$ cat src/rtl/ctrl_pipe_pkg.sv
// Shared encodings for the control pipe: opcodes, mux selects and the
// per-stage control word carried from E down to the last stage.
package ctrl_pipe_pkg;

  localparam logic [5:0] OP_RTYPE = 6'h00;
  localparam logic [5:0] OP_ORI   = 6'h0d;
  localparam logic [5:0] OP_LUI   = 6'h0f;
  localparam logic [5:0] OP_LW    = 6'h23;
  localparam logic [5:0] OP_SW    = 6'h2b;
  localparam logic [5:0] OP_BEQ   = 6'h04;
  localparam logic [5:0] OP_J     = 6'h02;
  localparam logic [5:0] OP_JAL   = 6'h03;

  localparam logic [5:0] FN_ADDU  = 6'h21;
  localparam logic [5:0] FN_SUBU  = 6'h23;
  localparam logic [5:0] FN_JR    = 6'h08;

  localparam logic [4:0] REG_RA   = 5'd31;

  typedef enum logic [1:0] {
    PC_ADD4 = 2'b00,
    PC_NPC  = 2'b01,
    PC_RD1  = 2'b10
  } pc_sel_t;

  typedef enum logic [2:0] {
    NPC_NONE = 3'b000,
    NPC_BEQ  = 3'b001,
    NPC_JAL  = 3'b010,
    NPC_JR   = 3'b011,
    NPC_J    = 3'b100
  } npc_sel_t;

  typedef enum logic [1:0] {
    ALU_ADD = 2'b00,
    ALU_SUB = 2'b01,
    ALU_OR  = 2'b10,
    ALU_LUI = 2'b11
  } alu_op_t;

  // One entry of the stage shift register; all-zero is a bubble.
  typedef struct packed {
    logic       regwr;
    logic [4:0] a3;
    logic       memrd;
    logic       memwr;
    alu_op_t    alu_op;
  } ctrl_word_t;

  typedef struct packed {
    ctrl_word_t cw;
    npc_sel_t   npc_sel;
    logic       ext_op;
    logic       is_beq;
    logic       is_jr;
    logic       is_jmp;
    logic       reads_rs;
    logic       reads_rt;
    logic       illegal;
  } dec_t;

  function automatic logic reads_reg(dec_t d, logic [4:0] rs, logic [4:0] rt,
                                     logic [4:0] a3);
    return (d.reads_rs && rs == a3) || (d.reads_rt && rt == a3);
  endfunction

endpackage

$ cat src/rtl/ctrl_pipe_if.sv
// D-stage instruction fields in, pipeline control out.
interface ctrl_pipe_if #(parameter int STAGES = 3);
  logic                  d_valid;
  logic [5:0]            op;
  logic [5:0]            func;
  logic [4:0]            rs;
  logic [4:0]            rt;
  logic [4:0]            rd;
  logic                  zero;
  logic                  stall;
  logic                  flush_f;
  logic [1:0]            pc_sel;
  logic [2:0]            npc_sel;
  logic                  ext_op;
  logic [1:0]            alu_op_e;
  logic [STAGES-1:0]     regwr;
  logic [5*STAGES-1:0]   a3;
  logic [STAGES-1:0]     memrd;
  logic [STAGES-1:0]     memwr;
  logic                  illegal;

  modport master (
    output d_valid, op, func, rs, rt, rd, zero,
    input  stall, flush_f, pc_sel, npc_sel, ext_op, alu_op_e,
           regwr, a3, memrd, memwr, illegal
  );

  modport slave (
    input  d_valid, op, func, rs, rt, rd, zero,
    output stall, flush_f, pc_sel, npc_sel, ext_op, alu_op_e,
           regwr, a3, memrd, memwr, illegal
  );
endinterface

$ cat src/rtl/ctrl_pipe_decode.sv
// Pure combinational op/func decoder; unknown encodings come out as a
// zero control word with the illegal flag set.
module ctrl_decode
  import ctrl_pipe_pkg::*;
(
  input  logic [5:0] op_i,
  input  logic [5:0] func_i,
  input  logic [4:0] rt_i,
  input  logic [4:0] rd_i,
  output dec_t       dec_o
);

  logic [4:0] dst;
  logic       wr;

  always_comb begin
    dec_o = '0;
    dst   = '0;
    wr    = 1'b0;
    case (op_i)
      OP_RTYPE: begin
        case (func_i)
          FN_ADDU: begin
            wr = 1'b1; dst = rd_i;
            dec_o.reads_rs = 1'b1; dec_o.reads_rt = 1'b1;
          end
          FN_SUBU: begin
            wr = 1'b1; dst = rd_i; dec_o.cw.alu_op = ALU_SUB;
            dec_o.reads_rs = 1'b1; dec_o.reads_rt = 1'b1;
          end
          FN_JR: begin
            dec_o.is_jr = 1'b1; dec_o.reads_rs = 1'b1; dec_o.npc_sel = NPC_JR;
          end
          default: dec_o.illegal = 1'b1;
        endcase
      end
      OP_ORI: begin
        wr = 1'b1; dst = rt_i; dec_o.cw.alu_op = ALU_OR; dec_o.reads_rs = 1'b1;
      end
      OP_LUI: begin
        wr = 1'b1; dst = rt_i; dec_o.cw.alu_op = ALU_LUI;
      end
      OP_LW: begin
        wr = 1'b1; dst = rt_i; dec_o.cw.memrd = 1'b1;
        dec_o.ext_op = 1'b1; dec_o.reads_rs = 1'b1;
      end
      OP_SW: begin
        dec_o.cw.memwr = 1'b1; dec_o.ext_op = 1'b1;
        dec_o.reads_rs = 1'b1; dec_o.reads_rt = 1'b1;
      end
      OP_BEQ: begin
        dec_o.is_beq = 1'b1; dec_o.npc_sel = NPC_BEQ; dec_o.cw.alu_op = ALU_SUB;
        dec_o.reads_rs = 1'b1; dec_o.reads_rt = 1'b1;
      end
      OP_J:    begin dec_o.is_jmp = 1'b1; dec_o.npc_sel = NPC_J; end
      OP_JAL:  begin dec_o.is_jmp = 1'b1; dec_o.npc_sel = NPC_JAL; wr = 1'b1; dst = REG_RA; end
      default: dec_o.illegal = 1'b1;
    endcase
    dec_o.cw.a3    = dst;
    dec_o.cw.regwr = wr && (dst != '0);
  end

endmodule

$ cat src/rtl/ctrl_pipe.sv
// Hazard detection, PC select and the E..last control-word shift register
// around the instruction decoder.
module ctrl_pipe
  import ctrl_pipe_pkg::*;
#(
  parameter int STAGES     = 3,
  parameter int DELAY_SLOT = 1
)(
  input  logic        clk,
  input  logic        rst_n,
  ctrl_pipe_if.slave  bus
);

  dec_t                    dec;
  ctrl_word_t [STAGES-1:0] stg_q, stg_d;
  logic                    illegal_q, illegal_d;
  logic                    live, lu_haz, br_haz, stall;
  pc_sel_t                 pc_sel;
  npc_sel_t                npc_sel;

  ctrl_decode u_dec (
    .op_i   (bus.op),
    .func_i (bus.func),
    .rt_i   (bus.rt),
    .rd_i   (bus.rd),
    .dec_o  (dec)
  );

  // Branches resolve in D, so they also wait on any pending ALU result in E
  // and on a load still in M; other consumers only wait on a load in E.
  always_comb begin
    live    = rst_n && bus.d_valid;
    lu_haz  = stg_q[0].memrd && (stg_q[0].a3 != '0) &&
              reads_reg(dec, bus.rs, bus.rt, stg_q[0].a3);
    br_haz  = (dec.is_beq || dec.is_jr) &&
              ((stg_q[0].regwr && reads_reg(dec, bus.rs, bus.rt, stg_q[0].a3)) ||
               (stg_q[1].memrd && reads_reg(dec, bus.rs, bus.rt, stg_q[1].a3)));
    stall   = live && (lu_haz || br_haz);
    pc_sel  = PC_ADD4;
    npc_sel = NPC_NONE;
    if (live && !stall) begin
      npc_sel = dec.npc_sel;
      if ((dec.is_beq && bus.zero) || dec.is_jmp) pc_sel = PC_NPC;
      else if (dec.is_jr)                         pc_sel = PC_RD1;
    end
  end

  always_comb begin
    stg_d = '0;
    if (live && !stall) stg_d[0] = dec.cw;
    for (int k = 1; k < STAGES; k++) stg_d[k] = stg_q[k-1];
    illegal_d = live && dec.illegal;
  end

  always_ff @(posedge clk or negedge rst_n) begin
    if (!rst_n) begin
      stg_q     <= '0;
      illegal_q <= 1'b0;
    end else begin
      stg_q     <= stg_d;
      illegal_q <= illegal_d;
    end
  end

  assign bus.stall    = stall;
  assign bus.flush_f  = (DELAY_SLOT == 0) && (pc_sel != PC_ADD4);
  assign bus.pc_sel   = pc_sel;
  assign bus.npc_sel  = npc_sel;
  assign bus.ext_op   = live && dec.ext_op;
  assign bus.alu_op_e = stg_q[0].alu_op;
  assign bus.illegal  = illegal_q;

  for (genvar k = 0; k < STAGES; k++) begin : g_out
    assign bus.regwr[k]       = stg_q[k].regwr;
    assign bus.a3[5*k +: 5]   = stg_q[k].a3;
    assign bus.memrd[k]       = stg_q[k].memrd;
    assign bus.memwr[k]       = stg_q[k].memwr;
  end

endmodule

$ cat src/flat_wrapper.sv
// flat-port wrapper written by rule: the top's interface ports become plain ports
module ctrl_pipe_flat import ctrl_pipe_pkg::*;
#(
  parameter int STAGES     = 3,
  parameter int DELAY_SLOT = 1
)
  (clk, rst_n, bus_d_valid, bus_op, bus_func, bus_rs, bus_rt, bus_rd, bus_zero, bus_stall, bus_flush_f, bus_pc_sel, bus_npc_sel, bus_ext_op, bus_alu_op_e, bus_regwr, bus_a3, bus_memrd, bus_memwr, bus_illegal);
  ctrl_pipe_if #(.STAGES(STAGES)) bus_i ();
  input  logic clk;
  input  logic rst_n;
  input wire logic [$bits(bus_i.d_valid)-1:0] bus_d_valid;
  input wire logic [$bits(bus_i.op)-1:0] bus_op;
  input wire logic [$bits(bus_i.func)-1:0] bus_func;
  input wire logic [$bits(bus_i.rs)-1:0] bus_rs;
  input wire logic [$bits(bus_i.rt)-1:0] bus_rt;
  input wire logic [$bits(bus_i.rd)-1:0] bus_rd;
  input wire logic [$bits(bus_i.zero)-1:0] bus_zero;
  output wire logic [$bits(bus_i.stall)-1:0] bus_stall;
  output wire logic [$bits(bus_i.flush_f)-1:0] bus_flush_f;
  output wire logic [$bits(bus_i.pc_sel)-1:0] bus_pc_sel;
  output wire logic [$bits(bus_i.npc_sel)-1:0] bus_npc_sel;
  output wire logic [$bits(bus_i.ext_op)-1:0] bus_ext_op;
  output wire logic [$bits(bus_i.alu_op_e)-1:0] bus_alu_op_e;
  output wire logic [$bits(bus_i.regwr)-1:0] bus_regwr;
  output wire logic [$bits(bus_i.a3)-1:0] bus_a3;
  output wire logic [$bits(bus_i.memrd)-1:0] bus_memrd;
  output wire logic [$bits(bus_i.memwr)-1:0] bus_memwr;
  output wire logic [$bits(bus_i.illegal)-1:0] bus_illegal;
  assign bus_i.d_valid = bus_d_valid;
  assign bus_i.op = bus_op;
  assign bus_i.func = bus_func;
  assign bus_i.rs = bus_rs;
  assign bus_i.rt = bus_rt;
  assign bus_i.rd = bus_rd;
  assign bus_i.zero = bus_zero;
  assign bus_stall = bus_i.stall;
  assign bus_flush_f = bus_i.flush_f;
  assign bus_pc_sel = bus_i.pc_sel;
  assign bus_npc_sel = bus_i.npc_sel;
  assign bus_ext_op = bus_i.ext_op;
  assign bus_alu_op_e = bus_i.alu_op_e;
  assign bus_regwr = bus_i.regwr;
  assign bus_a3 = bus_i.a3;
  assign bus_memrd = bus_i.memrd;
  assign bus_memwr = bus_i.memwr;
  assign bus_illegal = bus_i.illegal;
  ctrl_pipe #(.STAGES(STAGES), .DELAY_SLOT(DELAY_SLOT)) u_core (.clk(clk), .rst_n(rst_n), .bus(bus_i));
endmodule
$ cat config.mk
export PLATFORM = sky130hd
export DESIGN_NAME = ctrl_pipe_flat
export DESIGN_NICKNAME = d
export VERILOG_FILES = /design/src/rtl/ctrl_pipe_pkg.sv /design/src/rtl/ctrl_pipe_if.sv /design/src/rtl/ctrl_pipe_decode.sv /design/src/rtl/ctrl_pipe.sv /design/src/flat_wrapper.sv
export SDC_FILE = /design/constraint.sdc
export NUM_CORES = 1
export LEC_CHECK = 0
export CAP_MARGIN = 20
export CORE_ASPECT_RATIO = 1.75
export CORE_MARGIN = 2
export CORE_UTILIZATION = 46
export CTS_CLUSTER_SIZE = 20
export DETAILED_ROUTE_END_ITERATION = 16
export MAX_ROUTING_LAYER = met4
export PLACE_DENSITY = 0.93
export SLEW_MARGIN = 20
export SYNTH_ARGS = -nofsm -noshare
export SYNTH_HDL_FRONTEND = slang
export SYNTH_SLANG_ARGS = --single-unit
$ cat constraint.sdc
create_clock -name clk -period 10.8 [get_ports clk]
set_input_delay 3.24 -clock clk [delete_from_list [all_inputs] [get_ports clk]]
set_output_delay 3.24 -clock clk [all_outputs]
set_load 0.03 [all_outputs]
==> results summary <==
The flow ran to the end, and the final reports show no timing, DRC or antenna violations. Across every metal layer, demand over resource in global routing totals 0.201. The post-synthesis instance total came out at 149. The synthesis-stage register bit count is 27. For this configuration, the core starts out at a cell density of 0.476. The path class of the tightest hold or removal check is register to register. After synthesis, the share of flip-flops with an asynchronous set or reset is 1.00.

The total power came out at 192 uW. Data on the critical path is required at its endpoint by 7.56 ns. The count of routing violations after the opening detailed-route iteration came out at 29.

STA classifies the critical path startpoint as an input pin. The tree is rooted in a sky130_fd_sc_hd__clkbuf_8. The detailed placement HPWL is 3.00 mm. The number of slew-limit violations in the final report is 0.

The maximum cell stage delay along the critical path is 0.69 ns. The routability-driven placement congestion ratio came out at 0.922. The clock transition at the registers of the reported paths came out at 0.09 ns. In the routed design, unresolved DRC markers number 0. The final wirelength came out at 3.75 mm. The number of buffers inserted to repair setup after CTS came out at 0. In this run, placement finished with an instance count of 236. The number of input and output port buffers inserted came out at 64. The hold violation count in the final report is 0. The post-synthesis cell area is 1600 um2. The worst path needs 9.72 ns of the cycle, external delays included. The count of filler cells inserted in the layout is 286. The quantity of hold-fixing buffers added after cts came out at 0. The routed via count divided by cell count came out at 5.45. The final core utilization came out at 0.645. For this run, the leading register cell type out of synthesis is sky130_fd_sc_hd__dfrtp_1. The tool flagged a number of max-cap violations equal to 0. The ratio of final minimum period to clock period is 0.900. The setup violation total in the final timing report came out at 0. The clock buffer count from CTS came out at 3. The actual slew at the worst max-slew pin came out at 0.682 ns. Summed over all cells, the static leakage comes to 0.842 nW.

The die span in y came out at 82.1 um. The share of final-layout standard cells stronger than drive strength 1 came out at 0.113. For this block, the via count after detailed routing is 1,308. Setup total negative slack on the finished layout was measured at 0 ns. The deepest level of the CTS H-tree is 1. Setup repair after global routing left no endpoint under its margin. STA classifies the critical path endpoint as an output pin. The global-route congestion overflow total is 0.

The clock arrives with 0.00661 ns of skew. In this run the horizontal extent of the chip is 48.6 um. No sink is reached through more buffers than the 2 on the longest clock path. The cell that appears most often on the critical path is sky130_fd_sc_hd__clkdlybuf4s50_1.

The worst hold-check slack is 0.383 ns. The first-pass GRT wire length is 5.97 mm. The clock sink total is 27. Counting flops with a built-in enable in the synthesized netlist gives 0. The share of synthesized area occupied by flip-flops and latches came out at 0.422. The total of warnings raised by yosys came out at 0. The critical path is of the input pin to output pin type.

The relative slew slack is 0.544. The floorplan step defined a die boundary enclosing 3990 um2. Along the worst path, the maximum fanout reaches 15. The number of global-route vias before repair came out at 1,278. The antenna cell count came out at 0. The synthesized netlist net count came out at 180. The clock latency reported for the late side of the worst-skew pair is 0.27 ns. The count of standard-cell rows is 28. The number of nets in the final layout is 227. The signal arrival time at the worst endpoint came out at 6.48 ns.

The power per cell area came out at 88.2 nW/um2. Walking the worst path, the cells encountered are clkdlybuf4s50_1, or3_1, nor4_4, a211o_1, a22oi_1, o22ai_4, nor2b_1, clkdlybuf4s50_1. The pin count of the biggest net entering global routing came out at 31. The count of TritonRoute iterations in the first routing pass came out at 4. The area of the core came out at 3360 um2.

On the critical path the largest part of the delay comes from simple AND/OR/NAND/NOR gates. The average instance in the mapped netlist occupies 10.7 um2. The area growth from synthesis to layout is 35.5%. Once detail routing completed, the nets flagged for antenna violations numbered 0. The combined buffer and inverter count along the critical path came out at 2. The timing-limited maximum frequency came out at 103 MHz. Across the VDD grid, the largest voltage drop is 70.3 uV. TritonCTS built the clock tree. The count of instances resized after the clock tree is built came out at 0. The average wire per cell in the routed design came out at 15.6 um. The final cell count without fillers came out at 240.

The I/O pin count came out at 66. The number of antenna violations at the first check in global routing came out at 0. For this design, the slowest cell found on the critical path is sky130_fd_sc_hd__clkdlybuf4s50_1. The number of library cell types mapped by synthesis came out at 43.
worst reg2reg max path: cells and delay by family, from the launching register on:
family	cells	cell delay, ns
AOI/OAI and AO/OA	2	0.64
xor gates and xnor gates	1	0.24
and+or+nand+nor	3	0.51
DFF	1	0.46
per-stage QoR:
step	worst slack, ns	cell area (um2)
2_1_floorplan	2.34	1600
3_3_place_gp	1.16	2120
3_5_place_dp	1.10	2120
4_1_cts	1.11	2170
5_1_grt	0.869	2170
6_report	1.08	2170
layout make-up:
| cell class | count | area, um2 | share of cell area |
|---|---|---|---|
| clock buffers | 3 | 41.3 | 0.0190 |
| clock inverters | 1 | 5.00 | 0.00231 |
| inverters | 1 | 3.75 | 0.00173 |
| multi-input cells | 98 | 741 | 0.341 |
| flip-flops and latches | 27 | 676 | 0.311 |
| well taps | 45 | 56.3 | 0.0259 |
| repair buffers | 65 | 648 | 0.299 |
synthesized netlist by cell type, types with 2 or more instances:
| library cell | count | area [um2] |
|---|---|---|
| sky130_fd_sc_hd__dfrtp_1 | 27 | 676 |
| sky130_fd_sc_hd__nand2_1 | 5 | 18.8 |
| sky130_fd_sc_hd__a21oi_1 | 3 | 15.0 |
| sky130_fd_sc_hd__nor3_1 | 7 | 35.0 |
| sky130_fd_sc_hd__nor4_1 | 2 | 12.5 |
| sky130_fd_sc_hd__nor2_1 | 4 | 15.0 |
| sky130_fd_sc_hd__clkbuf_1 | 2 | 7.51 |
| sky130_fd_sc_hd__or4_4 | 2 | 22.5 |
| sky130_fd_sc_hd__nor3_2 | 9 | 90.1 |
| sky130_fd_sc_hd__a22oi_1 | 2 | 15.0 |
| sky130_fd_sc_hd__buf_4 | 19 | 143 |
| sky130_fd_sc_hd__xor2_1 | 8 | 70.1 |
| sky130_fd_sc_hd__nand3b_1 | 3 | 22.5 |
| sky130_fd_sc_hd__or4_1 | 2 | 15.0 |
| sky130_fd_sc_hd__a221oi_1 | 5 | 43.8 |
| sky130_fd_sc_hd__o21ai_1 | 2 | 10.0 |
| sky130_fd_sc_hd__xnor2_1 | 12 | 105 |
| sky130_fd_sc_hd__a211o_1 | 2 | 17.5 |
| sky130_fd_sc_hd__nand3_1 | 7 | 35.0 |
| sky130_fd_sc_hd__and3_1 | 3 | 18.8 |
flip-flops by register name, summed over array words and instances (netlist names):
register / cells
u_core.bus.illegal: 1
u_core.bus.a3: 15
u_core.bus.regwr: 3
u_core.bus.alu_op_e: 2
u_core.bus.memrd: 3
u_core.bus.memwr: 3
metal layers:
metal | GRT usage | vias up | part of all wire
met1 | 0.204 | 627 | 0.37
li1 | - | 614 | -
met4 | 0.100 | 0 | 0.029
met2 | 0.392 | 58 | 0.56
met3 | 0.00727 | 9 | 0.040
met5 | - | - | 0
logic make-up (layout without fill, tap and decap cells):
| kind of cell | after synthesis | after routing | share of synthesized area |
|---|---|---|---|
| flip-flops | 27 | 27 | 0.422 |
| AO/OA/AOI/OAI | 21 | 21 | 0.107 |
| AND/OR/NAND/NOR | 56 | 56 | 0.244 |
| other | 1 | 1 | 0.00234 |
| XOR/XNOR | 20 | 20 | 0.109 |
| buffers and inverters | 24 | 70 | 0.116 |
power breakdown:
group,switching [mW],internal (mW)
sequential,0.000680,0.102
combinational,0.0163,0.0165
clock,0.0303,0.0259
total,0.0473,0.144
worst paths after layout:
path / from / to / slack [ns] / cells past startpoint
worst max register to register: u_core.bus.a3[1]$_DFF_PN0_ / u_core.bus.memwr[0]$_DFF_PN0_ / 8.82 / 6
worst min-delay path: u_core.bus.memwr[0]$_DFF_PN0_ / u_core.bus.memwr[1]$_DFF_PN0_ / 0.38 / 0
worst max-delay path: bus_op[1] / bus_stall / 1.08 / 8
worst min register to register: u_core.bus.memwr[0]$_DFF_PN0_ / u_core.bus.memwr[1]$_DFF_PN0_ / 0.38 / 0
min in group asynchronous: rst_n / u_core.bus.a3[6]$_DFF_PN0_ / 3.35 / 2
max in group asynchronous: rst_n / u_core.bus.a3[0]$_DFF_PN0_ / 7.18 / 2
cell usage in the layout, fill, tap and decap left out, types with 2 or more instances in the layout:
cell type                         synthesis  final
sky130_fd_sc_hd__nor3_2                   9      9
sky130_fd_sc_hd__o21ai_1                  2      2
sky130_fd_sc_hd__nand3_1                  7      7
sky130_fd_sc_hd__a211o_1                  2      2
sky130_fd_sc_hd__or4_1                    2      2
sky130_fd_sc_hd__a21oi_1                  3      3
sky130_fd_sc_hd__a221oi_1                 5      5
sky130_fd_sc_hd__a22oi_1                  2      2
sky130_fd_sc_hd__or4_4                    2      2
sky130_fd_sc_hd__xnor2_1                 12     12
sky130_fd_sc_hd__nor3_1                   7      7
sky130_fd_sc_hd__xor2_1                   8      8
sky130_fd_sc_hd__nor4_1                   2      2
sky130_fd_sc_hd__nor2_1                   4      4
sky130_fd_sc_hd__nand3b_1                 3      3
sky130_fd_sc_hd__clkdlybuf4s50_1          0     64
sky130_fd_sc_hd__and3_1                   3      3
sky130_fd_sc_hd__clkbuf_8                 0      3
sky130_fd_sc_hd__dfrtp_1                 27     27
sky130_fd_sc_hd__nand2_1                  5      5
(Power assumes the default switching activity.)
